File: config.mk
export PLATFORM = sky130hd
export DESIGN_NAME = mips_cpu_bus_port
export DESIGN_NICKNAME = d
export VERILOG_FILES = /design/src/rtl/mips_cpu_bus_port.sv
export SDC_FILE = /design/constraint.sdc
export NUM_CORES = 1
export LEC_CHECK = 0
export ABC_CLOCK_PERIOD_IN_PS = 4100
export CORE_MARGIN = 3
export CORE_UTILIZATION = 44
export CTS_BUF_LIST = sky130_fd_sc_hd__clkbuf_8 sky130_fd_sc_hd__clkbuf_16
export DETAILED_ROUTE_END_ITERATION = 12
export GPL_TIMING_DRIVEN = 1
export PLACE_DENSITY = 0.85
export SLEW_MARGIN = 20
export SYNTH_ARGS = -nofsm -noshare
export SYNTH_HDL_FRONTEND = slang
export SYNTH_SLANG_ARGS = --single-unit
File: constraint.sdc
create_clock -name clk -period 4.1 [get_ports clk]
set_input_delay 0.41 -clock clk [delete_from_list [all_inputs] [get_ports clk]]
set_output_delay 0.41 -clock clk [all_outputs]
set_load 0.05 [all_outputs]
File: src/rtl/mips_cpu_bus_port.sv
// ============================================================================
// mips_cpu_bus_port : round-robin Avalon-MM master for the multicycle MIPS core
// Optional waitrequest timeout: define MIPS_CPU_BUS_PORT_TIMEOUT_EN.  Rev 1.0
// ============================================================================
`default_nettype none

module mips_cpu_bus_port #(
  parameter int N_CH           = 2,
  parameter int SWAP_ENDIAN    = 1,
  parameter int TIMEOUT_CYCLES = 256
) (
  input  logic                 clk,
  input  logic                 reset,
  input  logic [N_CH-1:0]      req_valid,
  input  logic [N_CH-1:0]      req_write,
  input  logic [2*N_CH-1:0]    req_size,
  input  logic [N_CH-1:0]      req_signed,
  input  logic [32*N_CH-1:0]   req_addr,
  input  logic [32*N_CH-1:0]   req_wdata,
  output logic [N_CH-1:0]      req_ready,
  output logic [N_CH-1:0]      rsp_valid,
  output logic [31:0]          rsp_rdata,
  output logic                 rsp_error,
  output logic                 busy,
  output logic [31:0]          address,
  output logic                 read,
  output logic                 write,
  input  logic                 waitrequest,
  output logic [31:0]          writedata,
  output logic [3:0]           byteenable,
  input  logic [31:0]          readdata
);

  localparam int IW = (N_CH > 1) ? $clog2(N_CH) : 1;

  typedef enum logic [1:0] {
    S_IDLE   = 2'd0,
    S_ACCESS = 2'd1,
    S_RESP   = 2'd2
  } state_t;

  state_t          state_q;
  logic [IW-1:0]   ptr_q, owner_q;
  logic            write_q, signed_q, err_q, rd_q, wr_q, rsp_error_q;
  logic [1:0]      size_q, off_q;
  logic [N_CH-1:0] req_ready_q, rsp_valid_q;
  logic [31:0]     rsp_rdata_q, address_q, writedata_q;
  logic [3:0]      byteenable_q;

  // Round-robin grant: first valid channel at or after the pointer
  logic          gnt_found;
  logic [IW-1:0] gnt_idx, ptr_d;
  int            c, gi;
  logic          sel_write, sel_signed, misaligned;
  logic [1:0]    sel_size, sel_off;
  logic [31:0]   sel_addr, sel_wdata, wd_d;
  logic [3:0]    be_d;

  always_comb begin
    gnt_found = 1'b0;
    gnt_idx   = '0;
    c         = 0;
    for (int i = 0; i < N_CH; i++) begin
      c = int'(ptr_q) + i;
      if (c >= N_CH) c = c - N_CH;
      if (!gnt_found && req_valid[c]) begin
        gnt_found = 1'b1;
        gnt_idx   = IW'(c);
      end
    end
  end

  always_comb begin
    gi         = int'(gnt_idx);
    sel_write  = req_write[gi];
    sel_signed = req_signed[gi];
    sel_size   = req_size[2*gi +: 2];
    sel_addr   = req_addr[32*gi +: 32];
    sel_wdata  = req_wdata[32*gi +: 32];
    sel_off    = sel_addr[1:0];
    ptr_d      = (gi + 1 >= N_CH) ? '0 : IW'(gi + 1);
    misaligned = (sel_size == 2'b11) ||
                 (sel_size == 2'b01 && sel_off[0]) ||
                 (sel_size == 2'b10 && sel_off != 2'b00);
    be_d       = 4'b1111;
    wd_d       = sel_wdata;
    case (sel_size)
      2'b00: begin
        be_d = 4'b0001 << sel_off;
        wd_d = {4{sel_wdata[7:0]}};
      end
      2'b01: begin
        be_d = 4'b0011 << sel_off;
        wd_d = (SWAP_ENDIAN != 0) ? {2{sel_wdata[7:0], sel_wdata[15:8]}}
                                  : {2{sel_wdata[15:0]}};
      end
      default: begin
        be_d = 4'b1111;
        wd_d = (SWAP_ENDIAN != 0) ? {sel_wdata[7:0], sel_wdata[15:8],
                                     sel_wdata[23:16], sel_wdata[31:24]}
                                  : sel_wdata;
      end
    endcase
  end

  // Load formatting from the live bus data, registered on completion
  logic [7:0]  lane [4];
  logic [7:0]  ld_b;
  logic [15:0] ld_h;
  logic [31:0] ld_d;

  always_comb begin
    for (int n = 0; n < 4; n++) lane[n] = readdata[8*n +: 8];
    ld_b = lane[off_q];
    ld_h = (SWAP_ENDIAN != 0) ? {lane[{off_q[1], 1'b0}], lane[{off_q[1], 1'b1}]}
                              : {lane[{off_q[1], 1'b1}], lane[{off_q[1], 1'b0}]};
    case (size_q)
      2'b00:   ld_d = signed_q ? {{24{ld_b[7]}}, ld_b} : {24'b0, ld_b};
      2'b01:   ld_d = signed_q ? {{16{ld_h[15]}}, ld_h} : {16'b0, ld_h};
      default: ld_d = (SWAP_ENDIAN != 0) ? {lane[0], lane[1], lane[2], lane[3]}
                                         : readdata;
    endcase
  end

`ifdef MIPS_CPU_BUS_PORT_TIMEOUT_EN
  logic [15:0] tmo_q;
`else
  logic [31:0] unused_tmo;
  assign unused_tmo = 32'(TIMEOUT_CYCLES);
`endif

  always_ff @(posedge clk) begin
    if (reset) begin
      state_q      <= S_IDLE;
      ptr_q        <= '0;
      owner_q      <= '0;
      write_q      <= 1'b0;
      signed_q     <= 1'b0;
      err_q        <= 1'b0;
      size_q       <= '0;
      off_q        <= '0;
      rd_q         <= 1'b0;
      wr_q         <= 1'b0;
      req_ready_q  <= '0;
      rsp_valid_q  <= '0;
      rsp_rdata_q  <= '0;
      rsp_error_q  <= 1'b0;
      address_q    <= '0;
      byteenable_q <= '0;
      writedata_q  <= '0;
`ifdef MIPS_CPU_BUS_PORT_TIMEOUT_EN
      tmo_q        <= '0;
`endif
    end else begin
      req_ready_q <= '0;
      case (state_q)
        S_IDLE: begin
          if (gnt_found) begin
            req_ready_q[gnt_idx] <= 1'b1;
            ptr_q        <= ptr_d;
            owner_q      <= gnt_idx;
            write_q      <= sel_write;
            signed_q     <= sel_signed;
            size_q       <= sel_size;
            off_q        <= sel_off;
            err_q        <= misaligned;
            address_q    <= {sel_addr[31:2], 2'b00};
            byteenable_q <= be_d;
            writedata_q  <= wd_d;
            state_q      <= misaligned ? S_RESP : S_ACCESS;
`ifdef MIPS_CPU_BUS_PORT_TIMEOUT_EN
            tmo_q        <= '0;
`endif
          end
        end
        S_ACCESS: begin
          if (!rd_q && !wr_q) begin
            rd_q <= !write_q;
            wr_q <= write_q;
          end else if (!waitrequest) begin
            rd_q                 <= 1'b0;
            wr_q                 <= 1'b0;
            rsp_rdata_q          <= write_q ? 32'd0 : ld_d;
            rsp_error_q          <= 1'b0;
            rsp_valid_q[owner_q] <= 1'b1;
            state_q              <= S_RESP;
          end
`ifdef MIPS_CPU_BUS_PORT_TIMEOUT_EN
          else if (tmo_q == 16'(TIMEOUT_CYCLES - 1)) begin
            rd_q                 <= 1'b0;
            wr_q                 <= 1'b0;
            rsp_rdata_q          <= '0;
            rsp_error_q          <= 1'b1;
            rsp_valid_q[owner_q] <= 1'b1;
            state_q              <= S_RESP;
          end else begin
            tmo_q <= tmo_q + 16'd1;
          end
`endif
        end
        S_RESP: begin
          // Error grants arrive here with no pulse yet; bus completions already pulsed
          if (|rsp_valid_q) begin
            rsp_valid_q <= '0;
            rsp_error_q <= 1'b0;
            rsp_rdata_q <= '0;
            state_q     <= S_IDLE;
          end else begin
            rsp_valid_q[owner_q] <= 1'b1;
            rsp_error_q          <= err_q;
            rsp_rdata_q          <= '0;
          end
        end
        default: state_q <= S_IDLE;
      endcase
    end
  end

  assign req_ready  = req_ready_q;
  assign rsp_valid  = rsp_valid_q;
  assign rsp_rdata  = rsp_rdata_q;
  assign rsp_error  = rsp_error_q;
  assign busy       = (state_q != S_IDLE);
  assign address    = address_q;
  assign read       = rd_q;
  assign write      = wr_q;
  assign writedata  = writedata_q;
  assign byteenable = byteenable_q;

endmodule

`default_nettype wire

======== Word level (Yosys, flattened, before mapping) ========
Cells that the tools add are included.
cells by class
  add/subtract/negate cells ............... 4
  magnitude comparators ................... 13
  equal/unequal tests ..................... 11
  shift-type cells ........................ 5
  multiplexer cells ....................... 55
  bitwise gates (word level) .............. 6
  reduce and logical (&&, ||, !) cells .... 24
operator list
  cell                 count
  $mux 32              7
  $pmux 32 s2          2
  $shiftx 64x7->32     2
  $lt 32x3->1 const B  2
  $bmux 8 s2           3
  $mux 8               6
  $pmux 24 s2          1
  $ge 32x3->1 const B  1
  $mux 1               22
  $mux 2               8
  $ge 3x3->1 const B   3
  $not 2->3            3
  $ne 2x2->1 const B   4
  $pmux 4 s2           1
  $eq 2x1->1 const B   3
  $eq 2x2->1 const B   3
  $logic_and 1x1->1    6
  $logic_not 2->1      3
  $lt 1x2->1 const B   3
  $pmux 2 s3           1
  $reduce_bool 2->1    3
  $add 1x1->2 const B  2
  $logic_not 1->1      4
  $pmux 2 s2           1
  other kinds (19)     24
storage, ports and cells
  bits in registers ....................... 116
  logic and storage cells ................. 135

======== Longest topological paths before layout ========
Gate-level depths: netlist of run 1.
  depth after elaboration ................. 17
  depth in mapped cells ................... 8
  mapped depth without buffers ............ 4

======== Least setup slack after synthesis of run 1 ========
No wires, ideal clock.
  kind .................................... reg-to-reg
  start ................................... register wr_q (netlist: write)
  end ..................................... register rsp_rdata_q[22] (netlist: rsp_rdata[22])
  setup time .............................. 0.122 ns
  arrival ................................. 1.796 ns
  data required time ...................... 3.978 ns
  setup slack ............................. 2.182 ns
  cell stages (with the launch flop) ...... 8
  buffers on the path ..................... 3
  cells stage by stage .................... dfxtp_1 > or2_4 > and3_1 > buf_6 > and2_4 > buf_6 > buf_8 > a221o_1
on the way
  word-level cells in the longest chain between the ends .. 4
RTL lines
  what                               line  RTL
  from (decl)                        44    logic write_q, signed_q, err_q, rd_q, wr_q, rsp_error_q;
  from (signal assigned)             179   wr_q <= write_q;
  $logic_not 1->1                    177   if (!rd_q && !wr_q) begin
  $logic_and 1x1->1                  177
  $ne 2x2->1 (no source line)        --
  $reduce_and 3->1 (no source line)  --
  to (signal assigned)               183   rsp_rdata_q <= write_q ? 32'd0 : ld_d;
  to (decl)                          47    logic [31:0] rsp_rdata_q, address_q, writedata_q;
No other way between the ends.
A chain may end at the register's enable or synchronous reset.

======== Worst setup path in the final report of run 1 ========
  start ................................... register state_q[0]
  end ..................................... output port busy
on the way
  word-level cells in the longest chain between the ends .. 1
RTL lines
  what                    line  RTL
  from (decl)             42    state_t state_q;
  from (signal assigned)  170   state_q <= misaligned ? S_RESP : S_ACCESS;
  $reduce_bool 2->1       223   assign busy = (state_q != S_IDLE);
  to (decl)               24    output logic busy,
No other way between the ends.

==> reports/qor.yml, run 1 <==
cts_made_buffers: 17
rsz0062_at_grt: "false"
final_cells: 1177
synth_top_flop_cell: "dfxtp_1"
drc: 0
grt_pass1_vias: 6488
synth_cell_types: 58
cp.arrival_ns: 2.06
utilization_pct: 71.0
yosysWarnings: 0
path_cells: "nor2_1 > inv_1 > clkdlybuf4s50_1"
slew_headroom_pct: 23.9
finalCritPeriodShare_pct: 60.2
yosys.area_share.adder_pct: 0
wire_per_inst_um: 19.1
design.die.area_sq_um: 15300
p_leak_nw: 3.57
area_growth_pct: 56.3
dpl.cell_count: 1145
criticalPathCategory: "register to output pin"
insertion_delay_ns: 0.42
synth_xor_area_share_pct: 0
cts.sinks: 116
drive_above_1_share_pct: 9.99
cp_data_required_time_ns: 3.69
vias: 6844
timing.hold.ws_ns: 0.319
antenna_cells: 0
seq_area_frac_synth_pct: 38.2
hold_viol_final: 0
synth_top_area_share_pct: 38.2
crit_slowest_cell: "clkdlybuf4s50_1"
postCtsSetupRepairBufs: 0
cts_tree: "yes"
drt-total-wl_um: 22500
synthMuxAreaShare_pct: 10.3
worstMarginPinSlew_ns: 1.14
core_sq_um: 13400
crit_fanout: 7
drt_iter0_drc: 507
clockBufferDepth: 2
cp_num_buf_inv: 2
gp_congestion: 0.859
start_util_pct: 45.4
report.final.slew_viol_count: 0
cp-start-kind: "register"
antenna_found_initial: 0
synth_commonest_cells: "nand2_1, dfxtp_1, nor2_1"
hold_buffers: 0
grt_max_degree: 66
synthCells: 744
syn_area_per_cell_sq_um: 8.18
first_pass_iters: 5
synthArstFlopShare_pct: 0
layout.nets: 1161
grt_pass1_wl_um: 33700
grt_use_total_pct: 28.3
yosysMostFrequentCell: "nand2_1"
hp-class: "input port to register"
yosys-top-cells-area: "dfxtp_1, nand2_1, a311oi_1"
synth_area_sq_um: 6080
row_count: 42
ir_drop_mv: 0.316
synthSimpleGateAreaFrac_pct: 19.8
powerDensity_nw_per_um2: 487
vias_per_cell: 5.81
skew_ns: 0.00542
synth_compound_area_share_pct: 25.1
seqPwrFrac_pct: 30.5
ctsResizeCount: 0
synth_edf_count: 0
stdcell_area_sq_um: 9510
synth.largest_area_cell: "dfxtp_1"
placedInstanceArea_sq_um: 8900
slowest_delay_ns: 0.72
ys_seq_elements: 116
cap_violations: 0
status: "finished clean"
setup_viol: 0
p_sw_mw: 1.75
io_buffers: 278
cp_top_family: "buffers and inverters"
htree_levels: 4
cts_root_buf: "clkbuf_16"
hpwl_um: 16200
p_comb_share_pct: 36.5
die_w_um: 124
num_io_pins: 281
die_h_um: 124
overflow: 0
period_needed_ns: 2.47
synth_top_family_by_area: "compound AO/OA/AOI/OAI gates"
clkTransAtPathRegs_ns: 0.05
drtAntennaViolNets: 0
cp-end-kind: "output pin"
cell_internal_pwr_mw: 2.87
max_freq_mhz: 405
setup_tns_ns: 0
switching_share_pct: 37.9
pwr-share-clk_pct: 33.0
cells by family (layout without fill, tap and decap cells):
family	Yosys count	in the layout
other	1	2
muxes	59	59
DFF	116	116
AOI/OAI and AO/OA	211	211
buffers and inverters	87	343
and+or+nand+nor	270	270
layout make-up:
type | count | area (sq um)
sequential | 116 | 2320
timing repair buffer | 295 | 2910
tap | 176 | 220
fill | 1044 | 3890
multi-input combinational | 542 | 3390
clock buffer | 17 | 425
inverter | 16 | 60.1
clock inverter | 15 | 180
through the flow:
stage,worst slack (ns),power (mW)
after floorplan,2.18,2.48
after detailed placement,1.31,3.11
after CTS,1.54,4.64
after global routing,1.53,4.80
after global placement,1.46,3.08
final,1.63,4.63
cells in the final DEF, fill, tap and decap left out, drive strengths merged, types with 4 or more instances in the layout:
cell type	instances
o2111ai	8
nor2	64
a22o	7
nor3	11
nor3b	4
a221oi	4
clkdlybuf4s50	277
clkinvlp	6
buf	18
or3	14
clkbuf	17
o21ai	43
o2bb2ai	8
a21oi	33
inv	19
a31oi	17
a311oi	43
o211ai	16
a221o	16
nand2	124
mux2i	31
nand3	36
nand2b	4
mux2	28
dfxtp	116
path summary, 6_finish.rpt:
kind	slack, ns	endpoint	start	depth (start not counted)
worst min register to register	0.46	rsp_rdata[6]	rsp_rdata[6]	1
worst max-delay path	1.63	busy	state_q[0]	3
worst max register to register	1.78	rsp_rdata[20]	size_q[1]	4
worst min-delay path	0.32	read	reset	2
worst register-to-register path, cell delays in order (launching register included):
cell	delay, ns
dfxtp_1	0.61
nor3b_1	0.46
a22oi_2	0.15
nor4b_4	0.81
a221o_2	0.23
state kept, by name (all words and copies together), names as in the netlist:
| name | flops |
|---|---|
| address | 30 |
| byteenable | 4 |
| err_q | 1 |
| off_q | 2 |
| owner_q | 1 |
| ptr_q | 1 |
| read | 1 |
| req_ready | 2 |
| rsp_error | 1 |
| rsp_rdata | 32 |
| rsp_valid | 2 |
| signed_q | 1 |
| size_q | 2 |
| state_q | 2 |
| write | 1 |
| write_q | 1 |
| writedata | 32 |
power by group through the flow:
| stage | registers [mW] | clock network (mW) | logic [mW] |
|---|---|---|---|
| 6_report | 1.41 | 1.53 | 1.69 |
| 4_1_cts | 1.41 | 1.54 | 1.69 |
| 3_3_place_gp | 1.43 | 0 | 1.66 |
| 3_5_place_dp | 1.43 | 0 | 1.68 |
| 5_1_grt | 1.43 | 1.58 | 1.79 |
| 2_1_floorplan | 1.84 | 0 | 0.643 |
per-layer routing:
| metal | wire [um] | track usage (%) | vias up |
|---|---|---|---|
| li1 | - | - | 3228 |
| met1 | 8690 | 33.6 | 3179 |
| met2 | 10800 | 47.0 | 376 |
| met3 | 2120 | 7.95 | 61 |
| met4 | 890 | 13.9 | 0 |
| met5 | 0 | 0 | - |
Power figures use the tool's default switching activity.
==> run 2, diff against run 1 <==
ABC_CLOCK_PERIOD_IN_PS = 2100   (was 4100)
CORE_UTILIZATION = 38   (was 44)
PLACE_DENSITY = 0.78   (was 0.85)
clock period = 2.1 ns   (was 4.1 ns; I/O delays follow)
==> run 2 against run 1 <==
Sequential cell count stayed put. Clock skew is 0.0035 ns higher. Critical path depth is 2 lower. Largest cell class unchanged. Sequential power is 91% higher. Highest routed layer unchanged. Register-to-register slack worse by 1.4 ns. Worst setup slack worse by 1.4 ns. Die area is 15% higher.
==> reports/qor.yml, run 2 (synthesized netlist as in run 1, its figures left out) <==
drive_above_1_share_pct: 11.1  # was 9.99%
wire_per_inst_um: 19.0  # was 19.1 um
htree_levels: 4  # unchanged
overflow: 0  # unchanged
stdcell_area_sq_um: 9780  # was 9510 sq um
die_w_um: 133  # was 124 um
cp-start-kind: "register"  # unchanged
path_cells: "clkdlybuf4s50_1"  # was nor2_1 > inv_1 > clkdlybuf4s50_1
grt_pass1_vias: 6641  # was 6,488
worst_slack_ns: 0.232  # was 1.63 ns
hp-class: "input port to register"  # unchanged
report.final.slew_viol_count: 0  # unchanged
cts_root_buf: "clkbuf_16"  # unchanged
pre_cts_ws_ns: -0.000827  # was 1.31 ns
cap_violations: 0  # unchanged
utilization_pct: 63.4  # was 71.0%
skew_ns: 0.00896  # was 0.00542 ns
first_pass_iters: 5  # unchanged
hold_buffers: 0  # unchanged
worstMarginPinSlew_ns: 0.631  # was 1.14 ns
grt_max_degree: 80  # was 66
drtAntennaViolNets: 0  # unchanged
setup_tns_ns: 0  # unchanged
hpwl_um: 17400  # was 16,200 um
slowest_delay_ns: 0.85  # was 0.72 ns
finalCritPeriodShare_pct: 89.0
criticalPathCategory: "register to output pin"  # unchanged
antenna_found_initial: 0  # unchanged
grt_use_total_pct: 25.9  # was 28.3%
die_h_um: 133  # was 124 um
final_cell_mix: "clkdlybuf4s50_1, nand2_1, dfxtp_1"  # unchanged
timing.hold.ws_ns: 0.274  # was 0.319 ns
rsz0062_at_grt: "false"  # unchanged
dpl.cell_count: 1194  # was 1,145
slew_headroom_pct: 57.9  # was 23.9%
period_needed_ns: 1.87
row_count: 45  # was 42
crit_slowest_cell: "clkdlybuf4s50_1"  # unchanged
final_common_cell: "clkdlybuf4s50_1"  # unchanged
clockBufferDepth: 2  # unchanged
clkTransAtPathRegs_ns: 0.05  # about the same
final_cells: 1227  # was 1,177
area_growth_pct: 60.8  # was 56.3%
drc: 0  # unchanged
crit_fanout: 2  # was 7
p_leak_nw: 3.70  # was 3.57 nW
layout.nets: 1176  # was 1,161
ir_drop_mv: 0.563  # was 0.316 mV
total_power_mw: 9.11  # was 4.63 mW
insertion_delay_ns: 0.41  # was 0.42 ns
max_freq_mhz: 535
drt-total-wl_um: 23300  # was 22,500 um
vias: 6756  # was 6,844
cp_num_buf_inv: 1  # was 2
cts_tree: "yes"  # unchanged
io_buffers: 278  # unchanged
cp_top_family: "buffers and inverters"  # unchanged
cp_data_required_time_ns: 1.89  # was 3.69 ns
setup_viol: 0  # unchanged
cts.sinks: 116  # unchanged
placedInstanceArea_sq_um: 9160  # was 8900 sq um
start_util_pct: 39.4  # was 45.4%
design.die.area_sq_um: 17600  # was 15,300 sq um
gp_congestion: 0.926  # was 0.859
core_sq_um: 15400  # was 13,400 sq um
powerDensity_nw_per_um2: 931  # was 487 nW/um^2
status: "finished clean"  # unchanged
hold_viol_final: 0  # unchanged
vias_per_cell: 5.51  # was 5.81
antenna_cells: 0  # unchanged
cp-end-kind: "output pin"  # unchanged
num_io_pins: 281  # unchanged
cp.arrival_ns: 1.66  # was 2.06 ns
cts_made_buffers: 17  # unchanged
grt_pass1_wl_um: 36300  # was 33,700 um
drt_iter0_drc: 505  # was 507
## run 2: report_power, final
part           internal (mW)  switching (mW)
Sequential              2.50           0.202
Combinational           1.32            2.12
Clock                   1.89            1.08
## run 2: routing by layer
layer | vias to the layer above | global-route usage (%) | share of wire [%]
met1 | 3080 | 31.1 | 39
met5 | - | 0 | 0
li1 | 3251 | - | -
met3 | 51 | 8.67 | 9.8
met2 | 374 | 42.8 | 48
met4 | 0 | 10.2 | 3.4
## run 2: area by class of cell
cell class              instances  area, sq um
repair buffers                310         3140
well taps                     211          264
fillers                      1342         5640
multi-input cells             542         3390
clock inverters                14          163
flip-flops and latches        116         2320
inverters                      16         60.1
clock buffers                  18          439
## run 2: what timing repair did
| action | 4_1_cts | 5_1_grt |
|---|---|---|
| setup buffers | 0 | 1 |
| setup endpoints to repair | 1 | 16 |
| resized for setup | 1 | 0 |
| pin swaps | 0 | 1 |
## run 2: worst paths after layout
kind,start,to,slack [ns],cells past startpoint
worst max register to register,off_q[1],rsp_rdata[14],0.37,4
worst max-delay path,writedata[23],writedata[23],0.23,1
worst min-delay path,reset,read,0.27,3
worst min register to register,rsp_rdata[5],rsp_rdata[5],0.46,1
